**config.mk**
```make
export PLATFORM = sky130hd
export DESIGN_NAME = onewire_slot_engine
export DESIGN_NICKNAME = d
export VERILOG_FILES = /design/src/rtl/onewire_slot_engine.sv
export SDC_FILE = /design/constraint.sdc
export NUM_CORES = 1
export LEC_CHECK = 0
export CORE_ASPECT_RATIO = 0.8
export CORE_MARGIN = 2
export CORE_UTILIZATION = 40
export CTS_CLUSTER_SIZE = 16
export DETAILED_ROUTE_END_ITERATION = 8
export PLACE_DENSITY = 0.68
export SLEW_MARGIN = 10
export SYNTH_ARGS = -nofsm -noshare
export SYNTH_HDL_FRONTEND = slang
export SYNTH_SLANG_ARGS = --single-unit
```
**constraint.sdc**
```tcl
create_clock -name clock -period 5.5 [get_ports clock]
set_input_delay 1.1 -clock clock [delete_from_list [all_inputs] [get_ports clock]]
set_output_delay 1.1 -clock clock [all_outputs]
set_load 0.01 [all_outputs]
```
**src/rtl/onewire_slot_engine.sv**
```systemverilog
// ---------------------------------------------------------------------------
// onewire_slot_engine
//
// Bit/byte level 1-Wire bus master. Accepts byte commands over a valid/ready
// handshake and produces reset/presence, write-slot and read-slot timing on
// an open-drain data line. The line is only ever driven as a pull-low enable;
// the top level turns line_pull_low into the actual tristate.
//
// Optional feature (compile-time macro ONEWIRE_CRC8_EN):
//   adds crc_clear / crc and a Dallas/Maxim CRC-8 over every bit written or
//   read. Without the macro neither the ports nor the logic exist.
//
// Ports:
//   clock         system clock (100 MHz nominal, timing params in clocks)
//   reset         synchronous, active-high reset
//   cmd_valid     command request
//   cmd[1:0]      00 bus reset, 01 write byte, 10 read byte, 11 no-op
//   tx_byte[7:0]  byte to write, latched on accept
//   cmd_ready     idle and able to accept a command
//   done          one-cycle pulse when a command completes
//   rx_byte[7:0]  last byte read, LSB received first
//   presence      result of the last bus reset (1 = slave answered)
//   crc_clear     (ONEWIRE_CRC8_EN) clear crc, honoured only while cmd_ready
//   crc[7:0]      (ONEWIRE_CRC8_EN) running CRC-8
//   line_in       data line level at the pad (asynchronous)
//   line_pull_low 1 = drive data line low, 0 = release (registered)
// ---------------------------------------------------------------------------
module onewire_slot_engine #(
   parameter int unsigned T_RSTL = 48000,
   parameter int unsigned T_PDS  = 7000,
   parameter int unsigned T_RSTH = 48000,
   parameter int unsigned T_SLOT = 6500,
   parameter int unsigned T_LOW1 = 600,
   parameter int unsigned T_LOW0 = 6000,
   parameter int unsigned T_RDS  = 1500,
   parameter int unsigned T_REC  = 200
) (
   input  logic       clock,
   input  logic       reset,
   input  logic       cmd_valid,
   input  logic [1:0] cmd,
   input  logic [7:0] tx_byte,
   output logic       cmd_ready,
   output logic       done,
   output logic [7:0] rx_byte,
   output logic       presence,
`ifdef ONEWIRE_CRC8_EN
   input  logic       crc_clear,
   output logic [7:0] crc,
`endif
   input  logic       line_in,
   output logic       line_pull_low
);

   localparam logic [1:0] CMD_RST = 2'b00;
   localparam logic [1:0] CMD_WR  = 2'b01;
   localparam logic [1:0] CMD_RD  = 2'b10;

   // Terminal counts: the counter starts at 0 on the first cycle of a phase,
   // so a phase of N cycles ends on the edge where cnt == N-1.
   localparam logic [15:0] RSTL_END = 16'(T_RSTL - 1);
   localparam logic [15:0] RSTH_END = 16'(T_RSTH - 1);
   localparam logic [15:0] PDS_AT   = 16'(T_PDS);
   localparam logic [15:0] SLOT_END = 16'(T_SLOT - 1);
   localparam logic [15:0] LOW1_END = 16'(T_LOW1 - 1);
   localparam logic [15:0] LOW0_END = 16'(T_LOW0 - 1);
   localparam logic [15:0] RDS_AT   = 16'(T_RDS);
   localparam logic [15:0] REC_END  = 16'(T_REC - 1);

   typedef enum logic [2:0] {
      IDLE,
      RST_LOW,
      RST_HIGH,
      SLOT_LOW,
      SLOT_HIGH,
      SLOT_REC,
      FINISH
   } state_t;

   state_t      state;
   logic [15:0] cnt;       // phase / slot timer
   logic [2:0]  bit_idx;
   logic [1:0]  cmd_q;
   logic [7:0]  shreg;     // write data (indexed) or read data (shifted in)
   logic [1:0]  sync;      // line_in synchroniser, sync[1] is the usable value
   logic        line_sync;

   logic        accept;
   logic        sample_rd;
   logic [15:0] low_end;

   assign line_sync = sync[1];
   assign accept    = cmd_valid & cmd_ready;

   // Read sample point is measured from slot start, so it may land in either
   // half of the slot depending on the configured low time.
   assign sample_rd = (cmd_q == CMD_RD) && (cnt == RDS_AT) &&
                      ((state == SLOT_LOW) || (state == SLOT_HIGH));

   // Only a write of a 0 bit uses the long low time; reads use the short one.
   assign low_end = ((cmd_q == CMD_WR) && !shreg[bit_idx]) ? LOW0_END : LOW1_END;

`ifdef ONEWIRE_CRC8_EN
   logic       crc_ev;
   logic       crc_bit;
   logic [7:0] crc_next;

   // Reflected Dallas/Maxim CRC-8: shift right, fold 0x8C in on feedback.
   function automatic logic [7:0] crc_step(input logic [7:0] c, input logic b);
      logic fb;
      fb = c[0] ^ b;
      crc_step = {1'b0, c[7:1]} ^ (fb ? 8'h8C : 8'h00);
   endfunction

   // A write bit enters the CRC on the edge its slot is launched: bit 0 on
   // accept, later bits at the end of the previous recovery period.
   always_comb begin
      crc_ev  = 1'b0;
      crc_bit = 1'b0;
      if (state == IDLE && accept && cmd == CMD_WR) begin
         crc_ev  = 1'b1;
         crc_bit = tx_byte[0];
      end else if (state == SLOT_REC && cnt == REC_END && bit_idx != 3'd7 &&
                   cmd_q == CMD_WR) begin
         crc_ev  = 1'b1;
         crc_bit = shreg[bit_idx + 3'd1];
      end else if (sample_rd) begin
         crc_ev  = 1'b1;
         crc_bit = line_sync;
      end
   end

   always_comb begin
      crc_next = (crc_clear && cmd_ready) ? 8'h00 : crc;
      if (crc_ev) crc_next = crc_step(crc_next, crc_bit);
   end

   always_ff @(posedge clock) begin
      if (reset) crc <= 8'h00;
      else       crc <= crc_next;
   end
`endif

   // Idle bus floats high, so the synchroniser resets to 1.
   always_ff @(posedge clock) begin
      if (reset) sync <= 2'b11;
      else       sync <= {sync[0], line_in};
   end

   always_ff @(posedge clock) begin
      if (reset) begin
         state         <= IDLE;
         cnt           <= 16'd0;
         bit_idx       <= 3'd0;
         cmd_q         <= 2'b11;
         shreg         <= 8'h00;
         cmd_ready     <= 1'b1;
         done          <= 1'b0;
         rx_byte       <= 8'h00;
         presence      <= 1'b0;
         line_pull_low <= 1'b0;
      end else begin
         done <= 1'b0;

         // Read data enters at the MSB; after eight slots bit 0 sits at [0].
         if (sample_rd) shreg <= {line_sync, shreg[7:1]};

         case (state)
            IDLE: begin
               if (accept) begin
                  cmd_q     <= cmd;
                  shreg     <= tx_byte;
                  cmd_ready <= 1'b0;
                  cnt       <= 16'd0;
                  bit_idx   <= 3'd0;
                  case (cmd)
                     CMD_RST: begin
                        state         <= RST_LOW;
                        line_pull_low <= 1'b1;
                     end
                     CMD_WR, CMD_RD: begin
                        state         <= SLOT_LOW;
                        line_pull_low <= 1'b1;
                     end
                     default: state <= FINISH;
                  endcase
               end
            end

            RST_LOW: begin
               cnt <= cnt + 16'd1;
               if (cnt == RSTL_END) begin
                  line_pull_low <= 1'b0;
                  cnt           <= 16'd0;
                  state         <= RST_HIGH;
               end
            end

            RST_HIGH: begin
               cnt <= cnt + 16'd1;
               if (cnt == PDS_AT) presence <= ~line_sync;
               if (cnt == RSTH_END) state <= FINISH;
            end

            // The counter runs on from SLOT_LOW into SLOT_HIGH so both the
            // read sample point and the slot end are relative to slot start.
            SLOT_LOW: begin
               cnt <= cnt + 16'd1;
               if (cnt == low_end) begin
                  line_pull_low <= 1'b0;
                  state         <= SLOT_HIGH;
               end
            end

            SLOT_HIGH: begin
               cnt <= cnt + 16'd1;
               if (cnt == SLOT_END) begin
                  cnt   <= 16'd0;
                  state <= SLOT_REC;
               end
            end

            SLOT_REC: begin
               cnt <= cnt + 16'd1;
               if (cnt == REC_END) begin
                  cnt <= 16'd0;
                  if (bit_idx == 3'd7) begin
                     state <= FINISH;
                  end else begin
                     bit_idx       <= bit_idx + 3'd1;
                     line_pull_low <= 1'b1;
                     state         <= SLOT_LOW;
                  end
               end
            end

            FINISH: begin
               done      <= 1'b1;
               cmd_ready <= 1'b1;
               if (cmd_q == CMD_RD) rx_byte <= shreg;
               state <= IDLE;
            end

            default: state <= IDLE;
         endcase
      end
   end

endmodule

```
# --- Yosys cells after proc, flatten, opt, wreduce, memory -nomap -nowiden ---
# Cells that the tools add are included.
totals:
  out_inout_bits: 12
  wordCells: 97
  regBits: 46
  in_bits: 14
classes:
  bitwise_logic: 2
  n_eq_ne: 25
  magnitude_cmp: 1
  reduce_logical: 22
  add_sub_neg: 2
  n_mux: 34
ops:
  columns: ["operator", "count"]
  rows:
  - ["$pmux W16 S5", 1]
  - ["$mux W16", 4]
  - ["$eq A16 B13 Y1 const B", 2]
  - ["$mux W3", 10]
  - ["$mux W8", 3]
  - ["$pmux W3 S6", 1]
  - ["$add A16 B1 Y16 const B", 1]
  - ["$eq A16 B11 Y1 const B", 1]
  - ["$eq A16 B13 Y1", 1]
  - ["$eq A16 B16 Y1 const B", 1]
  - ["$eq A16 B8 Y1 const B", 1]
  - ["$mux W13", 1]
  - ["$eq A3 B3 Y1 const B", 4]
  - ["$ne A2 B2 Y1 const B", 6]
  - ["$pmux W3 S2", 2]
  - ["$reduce_and A2 Y1", 5]
  - ["$mux W1", 9]
  - ["$reduce_and A7 Y1", 1]
  - ["$eq A3 B2 Y1 const B", 2]
  - ["$reduce_and A6 Y1", 1]
  - ["$reduce_bool A5 Y1", 1]
  - ["$eq A2 B1 Y1 const B", 2]
  - ["$eq A2 B2 Y1 const B", 2]
  - ["$lt A3 B4 Y1 const B", 1]
  - ["other kinds (18)", 23]

# --- Depth between registers and ports, before layout ---
depth:
  ltp_word: 8
  ltp_mapped: 8
  ltp_nobuf: 7

# --- Least setup slack after synthesis ---
# Ideal clock, no wire load.
synth_timing:
  kind: "register to register"
  from: "reg cnt[0]"
  to: "reg cnt[12]"
  required_time_ns: 5.383
  n_path_buf: 0
  slack_ns: 3.270
  period_less_slack_ns: 2.230
  arrival_time_ns: 2.113
  setup_ns: 0.117
  stages_incl_launch_ff: 8
  cell_sequence: "dfxtp_1 -> ha_1 -> or4b_4 -> or3_4 -> o211ai_4 -> a41oi_4 -> a21o_1 -> a22o_1"
synth_between:
  elab_chain_len: 3
  word_cells_on_any_way: 8
  classes_between: "add/sub: 1; eq/ne: 3; mux: 4"
synth_rtl:
  columns: ["item", "line_no", "text"]
  rows:
  - ["from (decl)", "81", "logic [15:0] cnt;"]
  - ["from (signal assigned)", "191", "cnt <= cnt + 16'd1;"]
  - ["from (signal assigned)", "200", "cnt <= cnt + 16'd1;"]
  - ["from (signal assigned)", "208", "cnt <= cnt + 16'd1;"]
  - ["$add A16 B1 Y16, or another cell as far along", null, null]
  - ["$mux W16, on equally long branches", "225, 192, 217", null]
  - ["$pmux W16 S5 *", "168", "case (state)"]
# Every way passes the cells marked *; elsewhere a longest branch is shown, timed or not.
# A chain may end at the register's enable or synchronous reset.

# --- Worst setup path in the final report ---
layout_timing:
  from: "in cmd_valid"
  to: "reg bit_idx[2]"
layout_between:
  elab_chain_len: 3
layout_rtl:
  columns: ["item", "line_no", "text"]
  rows:
  - ["from (decl)", "40", "input logic cmd_valid,"]
  - ["$and A1 B1 Y1", "93", "assign accept = cmd_valid & cmd_ready;"]
  - ["$ne A2 B2 Y1 (no source line)", null, null]
  - ["$reduce_and A4 Y1 (no source line)", null, null]
  - ["to (signal assigned)", "230", "bit_idx <= bit_idx + 3'd1;"]
  - ["to (decl)", "82", "logic [2:0] bit_idx;"]
# No other way between the ends.

==> impl_metrics.tcl <==
set metrics [dict create \
    status "complete, no violations" \
    grt_use_total 0.179 \
    post_cts_buffers 0 \
    syn_avg_cell_area_um2 8.75 \
    wl_per_cell_um 14.8 \
    gp_congestion 0.850 \
    tns_ps 0 \
    synth_area_leaders "dfxtp_1 (37%), mux2i_1 (8.5%), nor2_1 (7.9%)" \
    syn_to_final_growth_pct 15.4 \
    root_buffer "clkbuf_8" \
    start_kind "input port" \
    power_frac_seq 0.468 \
    netlist.area_leader.share 0.373 \
    worst_hold_slack_ps 422 \
    finClkSkew_ps 6.07 \
    diodes 0 \
    netlist_area_um2 2470 \
    synth_flop_cell "dfxtp_1" \
    ys_async_sr_fraction 0 \
    setup_viol 0 \
    finalPower_uw 940 \
    grt_pass1_wl_um 9670 \
    path_clk_slew_ps 90 \
    mostFrequentLayoutCell "nor2_1" \
    vias_per_cell 5.49 \
    synth_nets 300 \
    p_int_uw 600 \
    post-route-period-util 0.525 \
    pwr-share-clk 0.209 \
    start_util 0.415 \
    critical_path_class "input port to flip-flop" \
    pre_cts_slack_ps 2310 \
    drv_cap 0 \
    yosysWarnings 0 \
    first_pass_iters 4 \
    ys_seq_area_frac 0.373 \
    rsz0062_at_grt "false" \
    worstPathCellList "clkdlybuf4s50_1 > nand4_1 > inv_1 > o21ai_0 > mux2i_1 > nor2_1" \
    slowest_stage "nand4_1" \
    numCtsBuffers 5 \
    fmax_mhz 346 \
    fp.dieW_um 91.8 \
    slowest_delay_ps 550 \
    hold_path_class "flip-flop to flip-flop" \
    r2r-end "cnt[5]$_SDFFE_PP0P_" \
    clk_latency_ps 290 \
    min-delay-start "sync[0]$_SDFF_PP1_" \
    dieArea_um2 6810 \
    combPwrFrac 0.323 \
    slew_headroom 0.365 \
    fin_area_um2 2850 \
    clock_sinks 46 \
    placed_area_um2 2770 \
    synth_edf_count 0 \
    grt_pass1_vias 1990 \
    rows 25 \
    num_io_pins 26 \
    r2r_setup_slack_ps 2980 \
    layout_common_cells "nor2_1 (52), dfxtp_1 (46), clkdlybuf4s50_1 (25)" \
    ctsHoldBuffers 0 \
    drc 0 \
    swShare 0.361 \
    end_kind "flip-flop" \
    antenna_found_initial 0 \
    port_buffers 25 \
    drive_above_1_share 0.0828 \
    p_sw_uw 340 \
    hold_viol_final 0 \
    arrival_ps 3080 \
    ant_nets 0 \
    fin_ws_ps 2610 \
    worstPathRequired_ps 5690 \
    finalWirelength_um 5680 \
    drt_iter0_markers 92 \
    crit_fanout 19 \
    synth_top_area_cell "dfxtp_1" \
    irDropWorstVdd_mv 0.121 \
    r2r_start "cnt[0]$_SDFFE_PP0P_" \
    period_minus_slack_ps 2890 \
    cts_resized 0 \
    leakage_uw 0.00107 \
    gr-total-overflow 0 \
    hold_end "sync[1]$_SDFF_PP1_" \
    tightest_slew_ps 950 \
    coreArea_um2 5940 \
    holdPathStages 1 \
    clockBufferDepth 2 \
    grt_max_degree 23 \
    yosysUniqueCellTypes 53 \
    cts_tree "yes" \
    die_h_um 74.2 \
    vias 2103 \
    syn_inst 282 \
    synth-seq-cells 46 \
    ff2ff_path_depth 7 \
    powerDensity_nw_per_um2 330 \
    post-dp-hpwl_um 4280 \
    final-max-slew-violation-count 0 \
    cts.htree.levels 2 \
    nNetsFinal 320 \
]
metrics by stage:
stage,util,cells
finish,0.479,383
global route,0.479,383
CTS,0.479,383
detailed placement,0.465,376
global placement,0.465,376
floorplan,-,282
cells in the mapped netlist, types with 2 or more instances:
library cell and instances:
a211o_1 2, inv_1 7, o21ai_0 8, a211oi_1 11, mux2i_1 21, a21oi_1 7, ha_1 4, nand2b_1 4
dfxtp_1 46, nor4_1 2, or2_2 3, and3_1 5, xnor2_1 4, o31ai_1 2, xor2_1 6, a22oi_1 2
or4b_4 2, buf_2 2, nand4_1 8, a21o_1 2, a22o_1 6, mux4_2 2, and2_1 2, nand3_1 11
or4_1 2, nand4b_1 2, clkbuf_1 9, nor2_1 52, nor3_1 6, nand3b_1 3, nand2_1 15, nor2b_1 3
state kept, by name, summed over array words and instances, names as in the netlist:
name	flops
bit_idx	3
cmd_q	2
cmd_ready	1
cnt	16
done	1
line_pull_low	1
presence	1
rx_byte	8
shreg	8
state	3
sync	2
worst max-delay path by stage:
| stage | startpoint | to |
|---|---|---|
| floorplan | cnt[0]$_SDFFE_PP0P_ | cnt[12]$_SDFFE_PP0P_ |
| global placement | cmd_valid | bit_idx[1]$_SDFFE_PP0P_ |
| detailed placement | cmd_valid | bit_idx[2]$_SDFFE_PP0P_ |
| CTS | cmd_valid | bit_idx[2]$_SDFFE_PP0P_ |
| global route | cmd_valid | bit_idx[0]$_SDFFE_PP0P_ |
| finish | cmd_valid | bit_idx[2]$_SDFFE_PP0P_ |
power groups by stage:
stage / Combinational [µW] / Sequential (µW) / Clock, µW
4_1_cts: 304 / 440 / 202
5_1_grt: 342 / 449 / 217
2_1_floorplan: 244 / 418 / 0
3_3_place_gp: 296 / 443 / 0
3_5_place_dp: 302 / 448 / 0
6_report: 304 / 440 / 196
layout make-up:
class,instances,area [µm²]
clock buffers,5,68.8
fillers,592,3100
well taps,81,101
clock inverters,2,10.0
repair buffers,26,258
inverters,7,26.3
flip-flops and latches,46,921
multi-input cells,216,1460
worst max-delay path: cells and delay by family:
kind / cells / cell delay, ps
buffers and inverters: 2 / 620
muxes: 1 / 250
and+or+nand+nor: 2 / 600
AOI/OAI and AO/OA: 1 / 500
kinds of logic (layout without fill, tap and decap cells):
logic type               count (synthesis)  in the layout  share of synthesized area
AO/OA/AOI/OAI                           50             50                      0.159
AND/OR/NAND/NOR                        128            128                      0.269
multiplexers                            24             24                      0.108
adder cells (fa/ha/maj)                  4              4                     0.0203
XOR/XNOR                                10             10                     0.0355
buffers and inverters                   20             40                     0.0345
flip-flops                              46             46                      0.373
per-layer routing:
layer	part of all wire	vias to the layer above	wire length [µm]	GRT usage
met4	0.0078	0	44	0.0531
met1	0.53	976	2990	0.258
met5	0	-	0	0
met2	0.41	53	2360	0.273
li1	-	1069	-	-
met3	0.050	5	285	0.0385
No activity file was read; power rests on OpenSTA's default activity.
